--- src/rtl/context_switch_unit.sv ---
// Context save/restore sequencer: copies registers 1..31 to a data-memory save area and back.
// Build option CTX_SKIP_KERNEL_EN skips registers 26/27 (interrupt-captured PC) in both directions.
//
// state      | meaning
// IDLE       | ports released, waiting for save_req / restore_req
// SAVE       | one register read and one memory write per cycle
// RESTORE    | memory read one cycle ahead of the register-file write
// DONE       | one-cycle completion pulse, ports still held
`timescale 1ns/1ps
module context_switch_unit #(
  parameter int DATA_WIDTH = 32,
  parameter int ADDR_WIDTH = 10,
  parameter int SAVE_BASE  = 64
) (
  input  logic                  clock,
  input  logic                  reset,
  input  logic                  save_req,
  input  logic                  restore_req,
  output logic                  busy,
  output logic                  done,
  output logic [4:0]            rf_raddr,
  input  logic [DATA_WIDTH-1:0] rf_rdata,
  output logic [4:0]            rf_waddr,
  output logic [DATA_WIDTH-1:0] rf_wdata,
  output logic                  rf_we,
  output logic [ADDR_WIDTH-1:0] mem_addr,
  output logic [DATA_WIDTH-1:0] mem_wdata,
  output logic                  mem_we,
  input  logic [DATA_WIDTH-1:0] mem_rdata
);

`ifdef CTX_SKIP_KERNEL_EN
  localparam bit SKIP_KERNEL = 1'b1;
`else
  localparam bit SKIP_KERNEL = 1'b0;
`endif

  typedef enum logic [1:0] {ST_IDLE, ST_SAVE, ST_RESTORE, ST_DONE} state_t;

  state_t                  state_q, state_d;
  logic [4:0]              idx_q, idx_d;
  logic                    busy_q, busy_d;
  logic                    done_q, done_d;
  logic [4:0]              rf_raddr_q, rf_raddr_d;
  logic [4:0]              rf_waddr_q, rf_waddr_d;
  logic                    rf_we_q, rf_we_d;
  logic [ADDR_WIDTH-1:0]   mem_addr_q, mem_addr_d;
  logic                    mem_we_q, mem_we_d;

  // 31 wraps to 0, which marks "nothing left to fetch" during restore.
  function automatic logic [4:0] next_idx(input logic [4:0] idx);
    if (SKIP_KERNEL && idx == 5'd25) return 5'd28;
    return idx + 5'd1;
  endfunction

  function automatic logic [ADDR_WIDTH-1:0] slot_addr(input logic [4:0] idx);
    return ADDR_WIDTH'(SAVE_BASE) + ADDR_WIDTH'(idx) - ADDR_WIDTH'(1);
  endfunction

  always_comb begin
    state_d    = state_q;
    idx_d      = idx_q;
    busy_d     = 1'b0;
    done_d     = 1'b0;
    rf_raddr_d = '0;
    rf_waddr_d = '0;
    rf_we_d    = 1'b0;
    mem_addr_d = '0;
    mem_we_d   = 1'b0;

    case (state_q)
      ST_IDLE: begin
        if (save_req) begin
          state_d = ST_SAVE;
          idx_d   = 5'd1;
        end else if (restore_req) begin
          state_d = ST_RESTORE;
          idx_d   = 5'd1;
        end
      end
      ST_SAVE: begin
        if (idx_q == 5'd31) state_d = ST_DONE;
        else                idx_d   = next_idx(idx_q);
      end
      ST_RESTORE: begin
        // The write lags the fetch by one cycle; the prime cycle has rf_we_q low.
        if (rf_we_q && rf_waddr_q == 5'd31) begin
          state_d = ST_DONE;
        end else begin
          rf_we_d    = 1'b1;
          rf_waddr_d = idx_q;
          idx_d      = next_idx(idx_q);
        end
      end
      default: begin
        state_d = ST_IDLE;
        idx_d   = '0;
      end
    endcase

    // Outputs for the coming cycle are decoded from the next state.
    case (state_d)
      ST_SAVE: begin
        busy_d     = 1'b1;
        mem_we_d   = 1'b1;
        rf_raddr_d = idx_d;
        mem_addr_d = slot_addr(idx_d);
      end
      ST_RESTORE: begin
        busy_d = 1'b1;
        if (idx_d != 5'd0) mem_addr_d = slot_addr(idx_d);
      end
      ST_DONE: begin
        busy_d = 1'b1;
        done_d = 1'b1;
      end
      default: ;
    endcase
  end

  always_ff @(posedge clock) begin
    if (reset) begin
      state_q    <= ST_IDLE;
      idx_q      <= '0;
      busy_q     <= 1'b0;
      done_q     <= 1'b0;
      rf_raddr_q <= '0;
      rf_waddr_q <= '0;
      rf_we_q    <= 1'b0;
      mem_addr_q <= '0;
      mem_we_q   <= 1'b0;
    end else begin
      state_q    <= state_d;
      idx_q      <= idx_d;
      busy_q     <= busy_d;
      done_q     <= done_d;
      rf_raddr_q <= rf_raddr_d;
      rf_waddr_q <= rf_waddr_d;
      rf_we_q    <= rf_we_d;
      mem_addr_q <= mem_addr_d;
      mem_we_q   <= mem_we_d;
    end
  end

  assign busy      = busy_q;
  assign done      = done_q;
  assign rf_raddr  = rf_raddr_q;
  assign rf_waddr  = rf_waddr_q;
  assign rf_we     = rf_we_q;
  assign mem_addr  = mem_addr_q;
  assign mem_we    = mem_we_q;
  assign mem_wdata = (state_q == ST_SAVE) ? rf_rdata : '0;
  assign rf_wdata  = rf_we_q ? mem_rdata : '0;

endmodule

--- config.mk ---
export PLATFORM = sky130hd
export DESIGN_NAME = context_switch_unit
export DESIGN_NICKNAME = d
export VERILOG_FILES = /design/src/rtl/context_switch_unit.sv
export SDC_FILE = /design/constraint.sdc
export NUM_CORES = 1
export LEC_CHECK = 0
export ABC_CLOCK_PERIOD_IN_PS = 2200
export CAP_MARGIN = 20
export CELL_PAD_IN_SITES_DETAIL_PLACEMENT = 1
export CELL_PAD_IN_SITES_GLOBAL_PLACEMENT = 1
export CORE_ASPECT_RATIO = 1.75
export CORE_MARGIN = 1.5
export CORE_UTILIZATION = 19
export CTS_BUF_LIST = sky130_fd_sc_hd__clkbuf_4
export DETAILED_ROUTE_END_ITERATION = 6
export HOLD_SLACK_MARGIN = 0.05
export PLACE_DENSITY_LB_ADDON = 0.1
export SYNTH_ARGS = -nofsm -noshare
export SYNTH_HDL_FRONTEND = slang
export SYNTH_SLANG_ARGS = --single-unit
--- constraint.sdc ---
create_clock -name clock -period 2.2 [get_ports clock]
set_input_delay 0.22 -clock clock [delete_from_list [all_inputs] [get_ports clock]]
set_output_delay 0.22 -clock clock [all_outputs]
set_load 0.01 [all_outputs]
==> flow_metrics.py, run 1 <==
metrics = {
    "run_status": {
        "outcome": "complete, no violations",
    },
    "finish": {
        "final_cells": 494,
        "drive_above_1_share_pct": 15.9,
        "diodes": 0,
        "final_util_pct": 41.7,
        "fillCellCount": 1055,
        "fin_nets": 455,
        "syn_to_final_growth_pct": 113,
    },
    "global_routing": {
        "antenna_found_initial": 0,
        "gr-usage-met1_pct": 13.0,
        "grt_pass1_vias": 1984,
        "busiest_layer": "met2",
        "grt_pass1_wl_mm": 10.2,
        "grt_use_met3_pct": 2.82,
        "grt_max_degree": 34,
        "grt_overflow_total": 0,
        "use_met2_pct": 27.8,
        "grt_use_total_pct": 14.2,
    },
    "placed_design": {
        "placed_cells": 489,
        "pre_cts_ws_ns": -0.0138,
        "io_buffers": 152,
        "dp_hpwl_mm": 5.97,
        "place_congestion": 0.791,
    },
    "setup_path": {
        "crit_family": "adder cells",
        "arrival_ns": 2.38,
        "crit_chain": "ha_1 > nand3_2 > inv_1 > ha_4 > nor2b_1 > o21ai_2 > o21ai_4 > ha_1 > nor2b_1 > a31o_4 > nor3_2",
        "cp.required_ns": 2.49,
        "critPathKind": "register to register",
        "cp_slowest_cell": "dfxtp_2",
        "cp-start-kind": "register",
        "worstPathMaxFanout": 7,
        "worst_path_largest_cell_delay_ns": 0.35,
        "end_kind": "register",
        "worst-path-buf-inv": 1,
        "r2r_slack_ns": 0.12,
    },
    "die": {
        "ioPinCount": 156,
        "initial_utilization_pct": 19.6,
        "die_x_um": 74.7,
        "die_height_um": 128,
        "core_region_area_um2": 8730,
        "die-area_um2": 9590,
        "rows": 45,
    },
    "routing": {
        "wl_per_cell_um": 14.1,
        "detail-route-antenna-nets": 0,
        "vias": 2045,
        "drtIter0Drc": 26,
        "viasPerCell": 4.14,
        "firstDrtPassIters": 2,
        "routed_wl_mm": 6.96,
        "drc": 0,
    },
    "clock_network": {
        "cts_tree": "done",
        "cts_buffers": 3,
        "clkTransAtPathRegs_ns": 0.15,
        "cts_max_level": 1,
        "root_buffer": "clkbuf_4",
        "hold_buffers": 0,
        "clock_path_buffers": 2,
        "cts_sinks": 28,
        "clock_latency_ns": 0.35,
    },
    "synth": {
        "synth_area_um2": 1710,
        "synth-seq-cells": 28,
        "synth.distinct_cells": 41,
        "synth_cells": 203,
        "synth_area_per_cell_um2": 8.41,
        "ys_warn_count": 0,
        "yosysSeqAreaShare_pct": 32.8,
    },
    "sta": {
        "setup_ws_ns": 0.117,
        "min_period_ns": 2.08,
        "slew_violations": 0,
        "fmax_mhz": 480,
        "finalClockSkew_ns": 0.00634,
        "holdWs_ns": 0.560,
        "hold_violations": 0,
        "min_period_over_period_pct": 94.7,
        "setup_viol": 0,
        "rsz0062_at_grt": "true",
    },
    "pwr": {
        "p_per_area_nw_per_um2": 393,
        "peakVddDrop_mv": 0.391,
        "static-leakage-power_nw": 1.46,
    },
    "min_path": {
        "hold_class": "register to register",
    },
    "job": {
        "max_cap_viol_count": 0,
    },
}
cell families after synthesis:
family | Yosys count | share of synthesized area (%)
simple gates | 116 | 40.2
flops | 28 | 32.8
compound gates | 27 | 13.6
buf+inv | 20 | 5.57
fa+ha+maj | 9 | 6.59
xor+xnor | 2 | 1.03
other cells | 1 | 0.220
power by group:
| part | internal [mW] | switching, mW |
|---|---|---|
| registers | 0.532 | 0.0107 |
| clock network | 0.185 | 0.163 |
| logic | 0.335 | 0.208 |
what timing repair did:
item | CTS | global route
setup endpoints to repair | 36 | 39
resized for setup | 6 | 7
buffers inserted | 0 | 1
endpoints found under the hold margin | 0 | 0
pin swaps | 0 | 2
cell usage in the layout, fill, tap and decap left out, types with 2 or more instances in the layout:
cell type / Yosys / final
clkbuf_4: 0 / 3
ha_1: 9 / 8
nor2b_1: 5 / 4
nor2b_2: 4 / 4
a31o_2: 2 / 2
nand4_1: 2 / 2
dfxtp_1: 28 / 26
inv_1: 8 / 8
a21oi_1: 6 / 6
o21ai_0: 5 / 3
o21ai_2: 1 / 2
clkdlybuf4s50_1: 0 / 152
nand2_1: 7 / 7
and2_1: 64 / 64
buf_4: 3 / 27
nor2_1: 16 / 16
and3_1: 5 / 5
a21boi_4: 2 / 2
conb_1: 1 / 3
nand3_1: 5 / 4
layer usage:
layer | wire length (um) | share of wire, %
met1 | 2210 | 32
met2 | 3960 | 57
met3 | 592 | 8.5
met4 | 199 | 2.9
met5 | 0 | 0
sequential cells by signal, indices dropped and copies added (netlist names):
signal    flops
rf_raddr      5
state_q       2
rf_waddr      5
idx_q         5
mem_we        1
busy          1
done          1
rf_we         1
mem_addr      7
synthesized netlist by cell type, drive strengths merged:
master,number,area (um2)
o31ai,2,15.0
nor2,17,66.3
dfxtp,28,561
nor2b,9,66.3
xnor2,1,8.76
nand2b,1,6.26
a31o,4,43.8
o211ai,1,7.51
conb,1,3.75
and2,65,408
a311oi,1,8.76
nor4,1,12.5
nand4,2,12.5
a21boi,3,48.8
nor3,2,15.0
a2bb2oi,1,15.0
a21oi,7,38.8
and4,1,10.0
a221oi,1,15.0
nor3b,1,7.51
nand3,5,25.0
and3,5,31.3
ha,9,113
nand2,7,26.3
clkbuf,7,26.3
o21ai,7,38.8
buf,5,38.8
xor2,1,8.76
inv,8,30.0
final cells by class:
| type | instances | area [um2] | area share [%] |
|---|---|---|---|
| clock inverter | 1 | 30.0 | 0.824 |
| multi-input combinational | 157 | 1110 | 30.5 |
| sequential | 28 | 566 | 15.5 |
| tap | 117 | 146 | 4.02 |
| clock buffer | 3 | 22.5 | 0.618 |
| inverter | 8 | 30.0 | 0.824 |
| timing repair buffer | 180 | 1740 | 47.7 |
metrics by stage:
stage	instance area, um2	total power [mW]	setup TNS (ns)
floorplan	1730	0.763	0
global placement	3540	1.09	0
detailed placement	3540	1.09	-0.0138
CTS	3610	1.45	0
global route	3640	1.52	-0.0248
finish	3640	1.43	0
worst register-to-register path, stage by stage, from the launching register on:
cell     delay [ns]
dfxtp_2        0.35
ha_1           0.21
nand3_2        0.09
inv_1          0.06
ha_4           0.18
nor2b_1        0.14
o21ai_2        0.18
o21ai_4        0.08
ha_1           0.19
nor2b_1        0.13
a31o_4         0.26
nor3_2         0.14
final timing paths:
kind	to	cells past startpoint	startpoint
max	mem_addr[5]	11	idx_q[0]
min	rf_waddr[4]	2	idx_q[4]
max reg2reg	mem_addr[5]	11	idx_q[0]
min reg2reg	rf_waddr[4]	2	idx_q[4]
(Power assumes the default switching activity.)
==> run 2, diff against run 1 <==
--- a/config.mk
+++ b/config.mk
@@ -16,6 +16,8 @@
 export DETAILED_ROUTE_END_ITERATION = 6
 export HOLD_SLACK_MARGIN = 0.05
 export PLACE_DENSITY_LB_ADDON = 0.1
+export SKIP_CTS_REPAIR_TIMING = 1
+export SLEW_MARGIN = 20
 export SYNTH_ARGS = -nofsm -noshare
 export SYNTH_HDL_FRONTEND = slang
 export SYNTH_SLANG_ARGS = --single-unit
==> flow_metrics.py, run 2 (synthesis gave the netlist of run 1 again) <==
metrics = {
    "routing": {
        "viasPerCell": 4.15,
        "wl_per_cell_um": 14.1,
        "drtIter0Drc": 25,
        "drc": 0,
        "detail-route-antenna-nets": 0,
        "firstDrtPassIters": 3,
        "vias": 2058,
        "routed_wl_mm": 7.00,
    },
    "die": {
        "ioPinCount": 156,
        "die-area_um2": 9590,
        "rows": 45,
        "initial_utilization_pct": 19.6,
        "die_height_um": 128,
        "core_region_area_um2": 8730,
        "die_x_um": 74.7,
    },
    "global_routing": {
        "grt_pass1_vias": 1972,
        "grt_pass1_wl_mm": 10.2,
        "grt_max_degree": 34,
        "grt_use_total_pct": 14.1,
        "antenna_found_initial": 0,
        "grt_overflow_total": 0,
    },
    "sta": {
        "setup_viol": 0,
        "setup_ws_ns": 0.146,
        "slew_violations": 0,
        "finalClockSkew_ns": 0.00981,
        "min_period_over_period_pct": 93.4,
        "tns_ns": 0,
        "fmax_mhz": 487,
        "min_period_ns": 2.05,
        "hold_violations": 0,
    },
    "setup_path": {
        "crit_chain": "ha_2 > nand3_2 > inv_1 > ha_4 > nor3b_2 > o21ai_1 > a21boi_2 > ha_2 > nor2b_1 > a31o_4 > nor3_2",
        "crit_start": "idx_q[0]",
        "r2r-start": "idx_q[0]",
        "worst_path_largest_cell_delay_ns": 0.35,
        "cpMostUsedCell": "ha_2",
        "worstPathMaxFanout": 7,
        "crit_family": "simple AND/OR/NAND/NOR gates",
        "critPathKind": "register to register",
        "cp_slowest_cell": "dfxtp_2",
        "end_kind": "register",
        "arrival_ns": 2.35,
        "worst-path-buf-inv": 1,
        "cp.required_ns": 2.49,
        "cp-start-kind": "register",
    },
    "finish": {
        "syn_to_final_growth_pct": 115,
        "final_cell_mix": "clkdlybuf4s50_1 (152), and2_1 (64), buf_4 (29)",
        "fin_nets": 457,
        "drive_above_1_share_pct": 18.5,
        "largest_reg_flops": 7,
        "fillCellCount": 1050,
        "final_common_cell": "clkdlybuf4s50_1",
        "diodes": 0,
    },
    "run_status": {
        "outcome": "complete, no violations",
    },
    "min_path": {
        "hold_start": "idx_q[4]",
        "hold_class": "register to register",
    },
    "clock_network": {
        "cts_tree": "done",
        "cts_buffers": 3,
        "clock_latency_ns": 0.36,
        "cts_max_level": 1,
        "clkTransAtPathRegs_ns": 0.16,
        "cts_sinks": 28,
        "root_buffer": "clkbuf_4",
        "clock_path_buffers": 2,
    },
    "placed_design": {
        "dp_hpwl_mm": 5.97,
        "pre_cts_ws_ns": -0.0138,
        "io_buffers": 152,
        "place_congestion": 0.791,
    },
    "job": {
        "max_cap_viol_count": 0,
    },
    "pwr": {
        "clockPowerShare_pct": 24.1,
        "static-leakage-power_nw": 1.47,
        "seq_power_share_pct": 37.6,
        "p_int_mw": 1.06,
        "power_switching_uw": 384,
        "pwr-share-comb_pct": 38.2,
        "p_per_area_nw_per_um2": 393,
        "power.total_mw": 1.44,
        "p_sw_share_pct": 26.6,
        "peakVddDrop_mv": 0.394,
    },
}
-- run 2: final timing paths --
| path | to | slack [ns] | depth (start not counted) |
|---|---|---|---|
| max | mem_addr[5] | 0.15 | 11 |
| min | rf_waddr[4] | 0.54 | 2 |
| max reg2reg | mem_addr[5] | 0.15 | 11 |
| min reg2reg | rf_waddr[4] | 0.54 | 2 |
-- run 2: per-layer routing --
metal,vias up,wire length (um),track usage (%)
met5,-,0,0
met4,0,204,7.06
met3,13,592,2.82
met2,98,3980,27.8
met1,944,2230,13.0
li1,1003,-,-
-- run 2: worst register-to-register path, stage by stage, from the launching register on --
cell      delay (ns)
dfxtp_2         0.35
ha_2            0.18
nand3_2         0.08
inv_1           0.06
ha_4            0.18
nor3b_2         0.18
o21ai_1         0.09
a21boi_2        0.16
ha_2            0.16
nor2b_1         0.13
a31o_4          0.26
nor3_2          0.16
-- run 2: stage by stage --
step	hold slack [ns]	instances	area, um2	utilization, %
after floorplan	0.292	205	1730	-
after global placement	0.513	489	3540	40.5
after detailed placement	0.515	489	3540	40.5
after CTS	0.532	493	3590	41.1
after global routing	0.586	496	3680	42.1
final	0.545	496	3680	42.1
-- run 2: power by group through the flow --
stage	sequential [mW]	clock [mW]	combinational [mW]
2_1_floorplan	0.564	0	0.199
6_report	0.543	0.349	0.552
3_3_place_gp	0.556	0	0.533
4_1_cts	0.545	0.363	0.540
3_5_place_dp	0.556	0	0.537
5_1_grt	0.547	0.381	0.599
-- run 2: area by class of cell --
class | instances | area [um2] | share of cell area, %
clock buffers | 3 | 22.5 | 0.613
clock inverters | 1 | 30.0 | 0.817
inverters | 8 | 30.0 | 0.817
multi-input cells | 157 | 1120 | 30.5
flip-flops and latches | 28 | 571 | 15.5
well taps | 117 | 146 | 3.98
repair buffers | 182 | 1750 | 47.7
==> variant (config.mk and constraints of run 1) <==
The 4 states of `state_t` get a one-hot encoding in 4 bits.
--- a/src/rtl/context_switch_unit.sv
+++ b/src/rtl/context_switch_unit.sv
@@ -36,5 +36,5 @@
 `endif
 
-  typedef enum logic [1:0] {ST_IDLE, ST_SAVE, ST_RESTORE, ST_DONE} state_t;
+  typedef enum logic [3:0] {ST_IDLE = 4'b0001, ST_SAVE = 4'b0010, ST_RESTORE = 4'b0100, ST_DONE = 4'b1000} state_t;
 
   state_t                  state_q, state_d;
Check against the original RTL: same outputs for any inputs over 10 cycles, from zero or initial values and one cycle with reset high; not proved beyond that.
==> variant against run 1 <==
  * Die area increased by 1.6%
  * Maximum frequency decreased by 1.9%
  * Worst setup slack got worse by 0.041 ns
  * Wire length up 12%
  * Cell area rose by 4.3%
  * Clock power fell by 5%
  * Total power increased by 11%
  * Critical endpoint is now mem_addr[3]$_SDFF_PP0_
  * Sequential cell count grew 2
  * Critical path type unchanged
  * Clock skew decreased by 0.0034 ns
  * Critical path depth fell by 3
  * Worst hold slack improved by 0.026 ns
  * Global-route usage up 1.1 points
  * Area after synthesis rose by 1.6%
==> variant: results (changes against run 1) <==
worst skew pair latency=0.33 ns (was 0.35 ns); area fraction in compound gates after synthesis=13.48% (was 13.55%); Final Net Count=469 (was 455); CTS resizes=45 (was 6); slowest stage delay, CP=0.69 ns (was 0.35 ns); WL met2=4.486 mm (was 3.957 mm); Critical Path Fanout Max=4 (was 7); gr usage total=15.27% (was 14.15%); final HPWL from detailed placement=6.486 mm (was 5.967 mm); crit path launch=state_q[3]$_SDFF_PP0_ (was idx_q[0]$_SDFF_PP0_); Adder-Cell Fraction of Synth Area=3.605% (was 6.593%); detailed-router iteration count before antenna repair=3 (was 2); first-pass GRT wire length=11.02 mm (was 10.19 mm); CTS H-tree lvls=2 (was 1); status=finished, final reports clean (unchanged); Area contributors post-synth=dfxtp_1 (35%), and2_1 (25%), ha_1 (3.6%), nand2_1 (3.0%), nor2_1 (2.6%) (was dfxtp_1 (33%), and2_1 (23%), ha_1 (6.6%), nor2_1 (3.5%), a21boi_4 (2.2%)); RePlAce Congestion=0.8027 (was 0.7909); via count=2195 (was 2045); CTS Buf Count=5 (was 3); Reg2Reg Depth=8 (was 11); xor/xnor share of the synthesized area=0.5047% (was 1.026%); vias in the first global route=2149 (was 1984); Worst VDD drop=0.0004267 V (was 0.0003909 V); Static Leakage=1.665 nW (was 1.464 nW); Post-synth top cells=and2_1 (68), dfxtp_1 (30), nand2_1 (14) (was and2_1 (64), dfxtp_1 (28), nor2_1 (16))
==> variant: stage by stage <==
stage | util, % | worst slack [ns] | TNS, ns | instances | hold WS [ns]
2_1_floorplan | - | -0.01185 | -0.02255 | 212 | 0.3218
3_3_place_gp | 40.31 | -0.06114 | -0.09162 | 504 | 0.5277
3_5_place_dp | 40.31 | -0.1275 | -0.2421 | 504 | 0.5376
4_1_cts | 41.47 | 0.001670 | 0 | 515 | 0.5510
5_1_grt | 42.31 | -0.01263 | -0.03958 | 516 | 0.6024
6_report | 42.31 | 0.07607 | 0 | 516 | 0.5853
==> variant: area by class of cell <==
type                    instances  area [sq um]
fillers                      1084          5180
repair buffers                189          1800
multi-input cells             162          1154
flip-flops and latches         30         611.8
well taps                     120         150.1
clock buffers                   7         52.55
inverters                       8         30.03
==> variant: power by group <==
group	switching [mW]	internal, mW
clock network	0.187	0.145
logic	0.265	0.388
registers	0.0257	0.582
total	0.477	1.12
